### src/rtl/player_motion.sv
// rtl/player_motion.sv - frame-synchronous walk/jump/clamp/separation engine for two fighters
module player_motion #(
    parameter int NUM_KEYS   = 4,
    parameter int GROUND_Y   = 400,
    parameter int X_MIN      = 0,
    parameter int X_MAX      = 640,
    parameter int PLAYER_W   = 64,
    parameter int WALK_STEP  = 2,
    parameter int JUMP_VEL   = 12,
    parameter int GRAVITY    = 1,
    parameter int P1_START_X = 160,
    parameter int P2_START_X = 480,
    parameter logic [7:0] P1_LEFT  = 8'h04,
    parameter logic [7:0] P1_RIGHT = 8'h07,
    parameter logic [7:0] P1_JUMP  = 8'h1A,
    parameter logic [7:0] P2_LEFT  = 8'h50,
    parameter logic [7:0] P2_RIGHT = 8'h4F,
    parameter logic [7:0] P2_JUMP  = 8'h52
) (
    input  logic                    Clk,
    input  logic                    Reset,
    input  logic                    frame_clk,
    input  logic [8*NUM_KEYS-1:0]   keycodes,
    output logic [9:0]              Player1X,
    output logic [9:0]              Player1Y,
    output logic [9:0]              Player2X,
    output logic [9:0]              Player2Y,
    output logic                    p1_airborne,
    output logic                    p2_airborne,
    output logic                    frame_tick
);
    typedef enum logic {GROUND, AIR} state_t;

    localparam logic signed [10:0] XL = 11'(X_MIN);
    localparam logic signed [10:0] XR = 11'(X_MAX - PLAYER_W);
    localparam logic signed [10:0] PW = 11'(PLAYER_W);
    localparam logic signed [10:0] WS = 11'(WALK_STEP);
    localparam logic signed [11:0] GY = 12'(GROUND_Y);

    function automatic logic key_held(input logic [8*NUM_KEYS-1:0] kc, input logic [7:0] code);
        key_held = 1'b0;
        for (int i = 0; i < NUM_KEYS; i++)
            if (code != 8'h00 && kc[8*i +: 8] == code)
                key_held = 1'b1;
    endfunction

    logic s0, s1, s2, tick;
    assign tick = s1 & ~s2;

    state_t             st     [2];
    logic [9:0]         px     [2];
    logic [9:0]         py     [2];
    logic signed [11:0] vy     [2];
    logic signed [10:0] air_dx [2];
    logic               armed  [2];

    state_t             n_st     [2];
    logic signed [10:0] n_x      [2];
    logic signed [10:0] cand     [2];
    logic signed [10:0] adx      [2];
    logic signed [10:0] dx       [2];
    logic [9:0]         n_py     [2];
    logic signed [11:0] n_vy     [2];
    logic signed [10:0] n_air_dx [2];
    logic               n_armed  [2];

    always_comb begin
        logic l, r, j, tw0, tw1;
        logic signed [11:0] ny;
        for (int p = 0; p < 2; p++) begin
            l = key_held(keycodes, p == 0 ? P1_LEFT  : P2_LEFT);
            r = key_held(keycodes, p == 0 ? P1_RIGHT : P2_RIGHT);
            j = key_held(keycodes, p == 0 ? P1_JUMP  : P2_JUMP);
            dx[p] = (r && !l) ? WS : (l && !r) ? -WS : 11'sd0;
            adx[p] = (st[p] == AIR) ? air_dx[p] : dx[p];
            cand[p] = $signed({1'b0, px[p]}) + adx[p];
            if (cand[p] < XL)
                cand[p] = XL;
            else if (cand[p] > XR)
                cand[p] = XR;

            n_st[p]     = st[p];
            n_py[p]     = py[p];
            n_vy[p]     = vy[p];
            n_air_dx[p] = air_dx[p];
            n_armed[p]  = armed[p] | ~j;
            ny          = $signed({2'b00, py[p]}) + vy[p];
            if (st[p] == GROUND) begin
                if (j && armed[p]) begin
                    n_st[p]     = AIR;
                    n_vy[p]     = -12'(JUMP_VEL);
                    n_air_dx[p] = dx[p];
                    n_armed[p]  = 1'b0;
                end
            end else begin
                n_vy[p] = vy[p] + 12'(GRAVITY);
                if (ny >= GY) begin
                    n_py[p] = 10'(GROUND_Y);
                    n_vy[p] = 12'sd0;
                    n_st[p] = GROUND;
                end else if (ny < 0) begin
                    n_py[p] = 10'd0;
                end else begin
                    n_py[p] = 10'(ny);
                end
            end
        end

        // Only the player pushing into the gap is held back; with no culprit both stay put.
        n_x[0] = cand[0];
        n_x[1] = cand[1];
        tw0 = adx[0] > 0;
        tw1 = adx[1] < 0;
        if (cand[1] - cand[0] < PW) begin
            if ((!tw0 && !tw1) || tw0) n_x[0] = $signed({1'b0, px[0]});
            if ((!tw0 && !tw1) || tw1) n_x[1] = $signed({1'b0, px[1]});
        end
    end

    always_ff @(posedge Clk or posedge Reset) begin
        if (Reset) begin
            s0 <= 1'b0;
            s1 <= 1'b0;
            s2 <= 1'b0;
            frame_tick <= 1'b0;
            for (int p = 0; p < 2; p++) begin
                st[p]     <= GROUND;
                px[p]     <= (p == 0) ? 10'(P1_START_X) : 10'(P2_START_X);
                py[p]     <= 10'(GROUND_Y);
                vy[p]     <= 12'sd0;
                air_dx[p] <= 11'sd0;
                armed[p]  <= 1'b1;
            end
        end else begin
            s0 <= frame_clk;
            s1 <= s0;
            s2 <= s1;
            frame_tick <= tick;
            if (tick) begin
                for (int p = 0; p < 2; p++) begin
                    st[p]     <= n_st[p];
                    px[p]     <= 10'(n_x[p]);
                    py[p]     <= n_py[p];
                    vy[p]     <= n_vy[p];
                    air_dx[p] <= n_air_dx[p];
                    armed[p]  <= n_armed[p];
                end
            end
        end
    end

    assign Player1X    = px[0];
    assign Player1Y    = py[0];
    assign Player2X    = px[1];
    assign Player2Y    = py[1];
    assign p1_airborne = (st[0] == AIR);
    assign p2_airborne = (st[1] == AIR);
endmodule

### config.mk
export PLATFORM = sky130hd
export DESIGN_NAME = player_motion
export DESIGN_NICKNAME = d
export VERILOG_FILES = /design/src/rtl/player_motion.sv
export SDC_FILE = /design/constraint.sdc
export NUM_CORES = 1
export LEC_CHECK = 0
export ABC_AREA = 0
export BUFFER_PORTS_ARGS = -buffer_cell sky130_fd_sc_hd__buf_2
export CAP_MARGIN = 0
export CORE_MARGIN = 2
export CORE_UTILIZATION = 35
export DETAILED_ROUTE_END_ITERATION = 16
export SLEW_MARGIN = 15
export SYNTH_ARGS = -nofsm -noshare
export SYNTH_HDL_FRONTEND = slang
export SYNTH_SLANG_ARGS = --single-unit
### constraint.sdc
create_clock -name Clk -period 12.7 [get_ports Clk]
set_input_delay 1.905 -clock Clk [delete_from_list [all_inputs] [get_ports Clk]]
set_output_delay 1.905 -clock Clk [all_outputs]
set_load 0.05 [all_outputs]
Word-level counts from Yosys, hierarchy flattened
Index checks and enable logic that the tools add are counted.
Storage, ports and cells
  bits in read-only memories: 0
  memories kept: 0
  logic and storage cells: 150
  bits in latches: 0
  bits in writable memories: 0
  register bits: 94
  input port bits: 35
  output and inout port bits: 43
Operators by class
  shifts and indexed selects: 0
  bitwise logic cells: 8
  order comparisons: 11
  multipliers: 0
  add/sub/neg operators: 7
  equal/unequal tests: 26
  divide/modulo/power cells: 0
  mux-type cells: 57
  reductions and logical operators: 25
Operators with widths (count)
  $mux W11: 11
  $eq A8 B7 Y1 const B: 12
  $mux W12: 6
  $eq A8 B3 Y1 const B: 8
  $mux W10: 5
  $mux W1: 34
  $lt A11 B1 Y1 const B: 3
  $eq A8 B5 Y1 const B: 4
  $add A11 B12 Y12: 2
  $add A12 B2 Y12 const B: 2
  $ge A12 B10 Y1 const B: 2
  $lt A12 B1 Y1 const B: 2
  $add A11 B11 Y11: 2
  $gt A11 B11 Y1 const B: 2
  $mux W21: 1
  $reduce_and A2 Y1: 6
  $gt A11 B1 Y1 const B: 1
  $lt A11 B8 Y1 const B: 1
  $sub A11 B11 Y11: 1
  $logic_and A1 B1 Y1: 7
  $logic_not A1 Y1: 6
  $reduce_and A3 Y1: 2
  $not A1 Y1: 5
  $ne A2 B2 Y1 const B: 2
  4 further kinds: 7

Depth between registers and ports, before layout
  depth after elaboration: 18
  gate-level depth with buffers: 29
  mapped depth without buffers: 28

Least setup slack after synthesis
Ideal clock, no wire load.
  path type: in2reg
  start: input port keycodes[28]
  end: register px (netlist bit Player2X[1])
  arrival time: 7619 ps
  cell stages on the path: 25
  path slack: 4956 ps
  required time: 12575 ps
  buffers on the path: 0
  library setup time: 125 ps
  cells stage by stage: or4b_2 or3_1 nor3_1 a31oi_1 o311ai_0 ha_1 mux2i_1 ha_1 inv_1 fa_1 xnor2_1 or4b_1 o31ai_2 a21oi_2 or2_2 or3_1 ha_1 a21oi_1 o21ai_0 a21oi_1 o21ai_2 and3_1 o221ai_2 o311ai_4 mux2_4
On the way
  word-level cells in the longest chain between the ends: 15
  elaborated cells on any way between the ends: 44
  classes of those cells: 3 x add/sub; 7 x order compare; 5 x eq/ne; 16 x mux; 13 x reduce/logical
RTL lines
  start, declared: line 23  | input logic [8*NUM_KEYS-1:0] keycodes,
  $eq A8 B7 Y1 / $eq A8 B3 Y1 (equally long branches): line 43  | if (code != 8'h00 && kc[8*i +: 8] == code)
  $mux W1: line 43
  $logic_not A1 Y1: line 74  | dx[p] = (r && !l) ? WS : (l && !r) ? -WS : 11'sd0;
  $logic_and A1 B1 Y1: line 74
  $mux W11 (2 in series): line 74
  $mux W11: line 75  | adx[p] = (st[p] == AIR) ? air_dx[p] : dx[p];
  $add A11 B11 Y11: line 76  | cand[p] = $signed({1'b0, px[p]}) + adx[p];
  $gt A11 B11 Y1: line 79  | else if (cand[p] > XR)
  $mux W11: line 79
  $mux W11: line 77  | if (cand[p] < XL)
  $sub A11 B11 Y11: line 114  | if (cand[1] - cand[0] < PW) begin
  $lt A11 B8 Y1: line 114
  $ne A2 B2 Y1 (no line)
  $reduce_and A2 Y1 (no line)
  end signal, assigned by index: line 128  | px[p] <= (p == 0) ? 10'(P1_START_X) : 10'(P2_START_X);
  end signal, assigned by index: line 142  | px[p] <= 10'(n_x[p]);
  end, declared: line 51  | logic [9:0] px [2];
Parallel ways exist; a longest one is shown, timed or not. The select of a mux whose other input is x is not followed.
A chain may end at the register's enable or synchronous reset.

Final worst setup path
  start: input port keycodes[28]
  end: register px (netlist bit Player1X[3])
The elaborated chain is that of the path after synthesis.

==> key figures <==
Critical path
  – Worst setup EP type: flip-flop
  – CP Class: input port to flip-flop
  – CP Data Required Time: 12.95 ns
  – Critical path launch point type: input port
  – CP Max Fanout: 10
  – CP arrival: 8.47 ns

Run status
  – Outcome: completed

Power and ir drop
  – Static leakage: 0.00336 uW
  – Pwr/cell area: 168 mW/mm^2
  – Combinational power share: 48.5%
  – Flop pwr share: 31.0%
  – Clock Power Share: 20.5%
  – Int Power: 655 uW
  – Peak VDD IR: 0.119 mV
  – Sw power: 522 uW
  – Sw frac: 44.3%

Clock tree
  – TritonCTS Buffers: 9
  – CTS Sinks: 76
  – Clock transition at path regs: 0.05 ns
  – H-tree Lvls: 3
  – CTS Hold Bufs: 0
  – Clock tree buffer depth: 2
  – CTS tree: built
  – Setup Buffers After CTS: 0
  – Root Buffer: clkbuf_16
  – # resized after CTS: 0
  – Worst-Skew Late Latency: 0.34 ns

Synthesis
  – Largest family of logic cells by synthesized area: compound AO/OA/AOI/OAI gates
  – Post-synth design cell area: 0.00610 mm^2
  – Most numerous cell in the Yosys netlist: dfrtp_1
  – Post-synthesis register bit count: 76
  – Compound-Gate Fraction of Synth Area: 23.8%
  – Mux cell area share after synthesis: 5.27%
  – Post-synth net total: 753
  – Simple-gate portion of the synthesized area: 20.3%
  – EDFF count, synth: 0
  – Synth Area in XOR/XNOR: 4.00%
  – Sequential share of the synthesized area: 31.5%
  – Post-synthesis adder-cell area fraction: 11.8%
  – Top cells by area, synth: dfrtp_1, ha_1, dfstp_2, a21oi_1, nor2_1
  – Cells after Synth: 663
  – Top cells by count, synth: dfrtp_1, ha_1, a21oi_1, nor2_1, nand2_1
  – Synth area leader: dfrtp_1
  – Mean Syn Cell Area: 9.20 um^2
  – Post-synth top flop: dfrtp_1
  – Count of different cell masters after synthesis: 84
  – Yosys warns: 0
  – Post-synth ARST share: 100%
  – Top cell type's share of synthesized area: 25.4%

Routing
  – # DRC: 0
  – Routed WL: 14.1 mm
  – Vias/cell: 5.43
  – Pre-antenna DRT Iters: 5
  – Routed Antenna Nets: 0
  – Drt initial violations: 260
  – DR WL/cell: 14.6 um
  – Vias: 5247

Min path
  – Hold Crit Class: flip-flop to flip-flop

Die
  – Initial Util: 35.5%
  – Die W: 136 um
  – Core Area: 0.0172 mm^2
  – Rows: 48
  – DIE HEIGHT: 136 um
  – Die Area: 0.0185 mm^2
  – Ports: 78

Timing
  – Setup TNS: 0 ns
  – Part of the cycle the worst path needs: 64.8%
  – Endpoints failing hold: 0
  – Fmax: 0.122 GHz
  – Worst-Margin Slew: 1.16 ns
  – Final Worst Setup Slack: 4.47 ns
  – Final min period: 8.23 ns
  – Rel. slew slack: 22.5%
  – Pins Over Slew Limit: 0
  – Final Setup Violations: 0
  – RSZ-0062 raised after global routing: no
  – Layout Skew: 0.0109 ns

Cells and area
  – Final instance area: 0.00700 mm^2
  – Fillers: 1770
  – Antenna Cells: 0
  – Register area: 0.00192 mm^2
  – Ratio of cells with drive above 1 in the final layout: 20.2%
  – Multi-input logic area: 0.00398 mm^2
  – Area Overhead vs Synth: 14.8%
  – Final #Nets: 827

GRT
  – Total GRT Usage: 15.9%
  – Total grt overflow: 0
  – Vias in the first global route: 4980
  – First-pass GRT wire length: 24.0 mm
  – Largest net degree at the start of global routing: 77
  – Antenna violations before repair: 0

Placement
  – Area of placed instances: 0.00672 mm^2
  – Port-buffer cells: 77
  – Hpwl dp: 10.7 mm
  – Place WS: 4.16 ns
  – Placer Congestion: 0.825

Flow run
  – Max Cap Viol: 0
==> critical path: stages <==
cell	delay [ns]
buf_2	0.10
or4b_2	0.68
or3_1	0.36
nor3_1	0.17
a31oi_1	0.06
o311ai_0	0.12
ha_1	0.32
mux2i_1	0.27
ha_1	0.26
inv_1	0.06
fa_1	0.39
xnor2_1	0.16
or4b_1	0.48
o31ai_2	0.25
a21oi_2	0.13
or2_2	0.29
or3_1	0.33
ha_1	0.34
a21oi_1	0.14
o21ai_0	0.10
a21oi_1	0.15
o21ai_2	0.13
o311ai_2	0.96
mux2i_1	0.30
==> cell families after synthesis <==
group,Yosys count
flops,76
mux,27
compound gates,195
fa+ha+maj,55
xor+xnor,27
simple gates,229
buf+inv,54
==> final cells by class <==
| cell class | instances | share of cell area [%] |
|---|---|---|
| multi-input cells | 533 | 56.9 |
| flip-flops and latches | 76 | 27.4 |
| repair buffers | 79 | 5.72 |
| well taps | 225 | 4.02 |
| clock buffers | 12 | 3.52 |
| inverters | 38 | 2.06 |
| clock inverters | 4 | 0.376 |
==> flip-flops by register name (all words and copies together) (netlist names), 2 cells and up <==
register  flops
vy           24
Player1X     10
Player1Y     10
Player2X     10
Player2Y     10
air_dx        4
armed         2
==> per-layer routing <==
layer	part of all wire [%]	vias to the layer above	GRT usage, %
li1	-	2650	-
met1	48	2479	21.2
met5	0	-	0
met3	3.7	14	3.32
met2	47	104	26.5
met4	0.94	0	3.70
==> power by group through the flow <==
stage               Combinational (uW)  Sequential, uW  Clock (uW)
floorplan                          370             449           0
global placement                   567             371           0
detailed placement                 570             371           0
CTS                                573             367         246
global route                       634             377         257
finish                             570             365         241
==> through the flow <==
step,total power (uW),std cells,utilization (%),hold WS [ns]
2_1_floorplan,818,663,-,0.331
3_3_place_gp,938,951,39.1,0.365
3_5_place_dp,940,951,39.1,0.366
4_1_cts,1190,967,40.7,0.378
5_1_grt,1270,967,40.7,0.391
6_report,1180,967,40.7,0.377
==> final timing paths <==
path                          endpoint  slack, ns  depth (start not counted)    startpoint
max in group asynchronous  Player1X[6]      10.21                          3         Reset
hold / removal                      s2       0.38                          0            s1
setup / recovery           Player1X[3]       4.47                         24  keycodes[28]
hold reg to reg                     s2       0.38                          0            s1
setup reg to reg           Player1X[3]       6.83                         19   p2_airborne
min in group asynchronous  Player2Y[0]       1.86                          3         Reset
==> cells in the final DEF (no fill, tap or decap), types with 6 or more instances in the layout <==
cell       count
buf_2         77
dfrtp_1       62
ha_1          51
a21oi_1       49
nor2_1        48
nand2_1       45
inv_1         36
and3_1        26
o21ai_0       24
nand2b_1      16
a311oi_1      15
dfstp_2       14
xnor2_1       14
nand3_1       14
a22o_1        13
mux2i_1       13
nor3_1        12
xor2_1        12
a21o_1        11
o21bai_1      10
nor2b_1        9
and2_1         9
mux2_4         9
clkbuf_16      9
or3_1          8
nor3b_1        8
o31ai_1        7
o22ai_1        6
nand3b_1       6
Power figures use the tool's default switching activity.
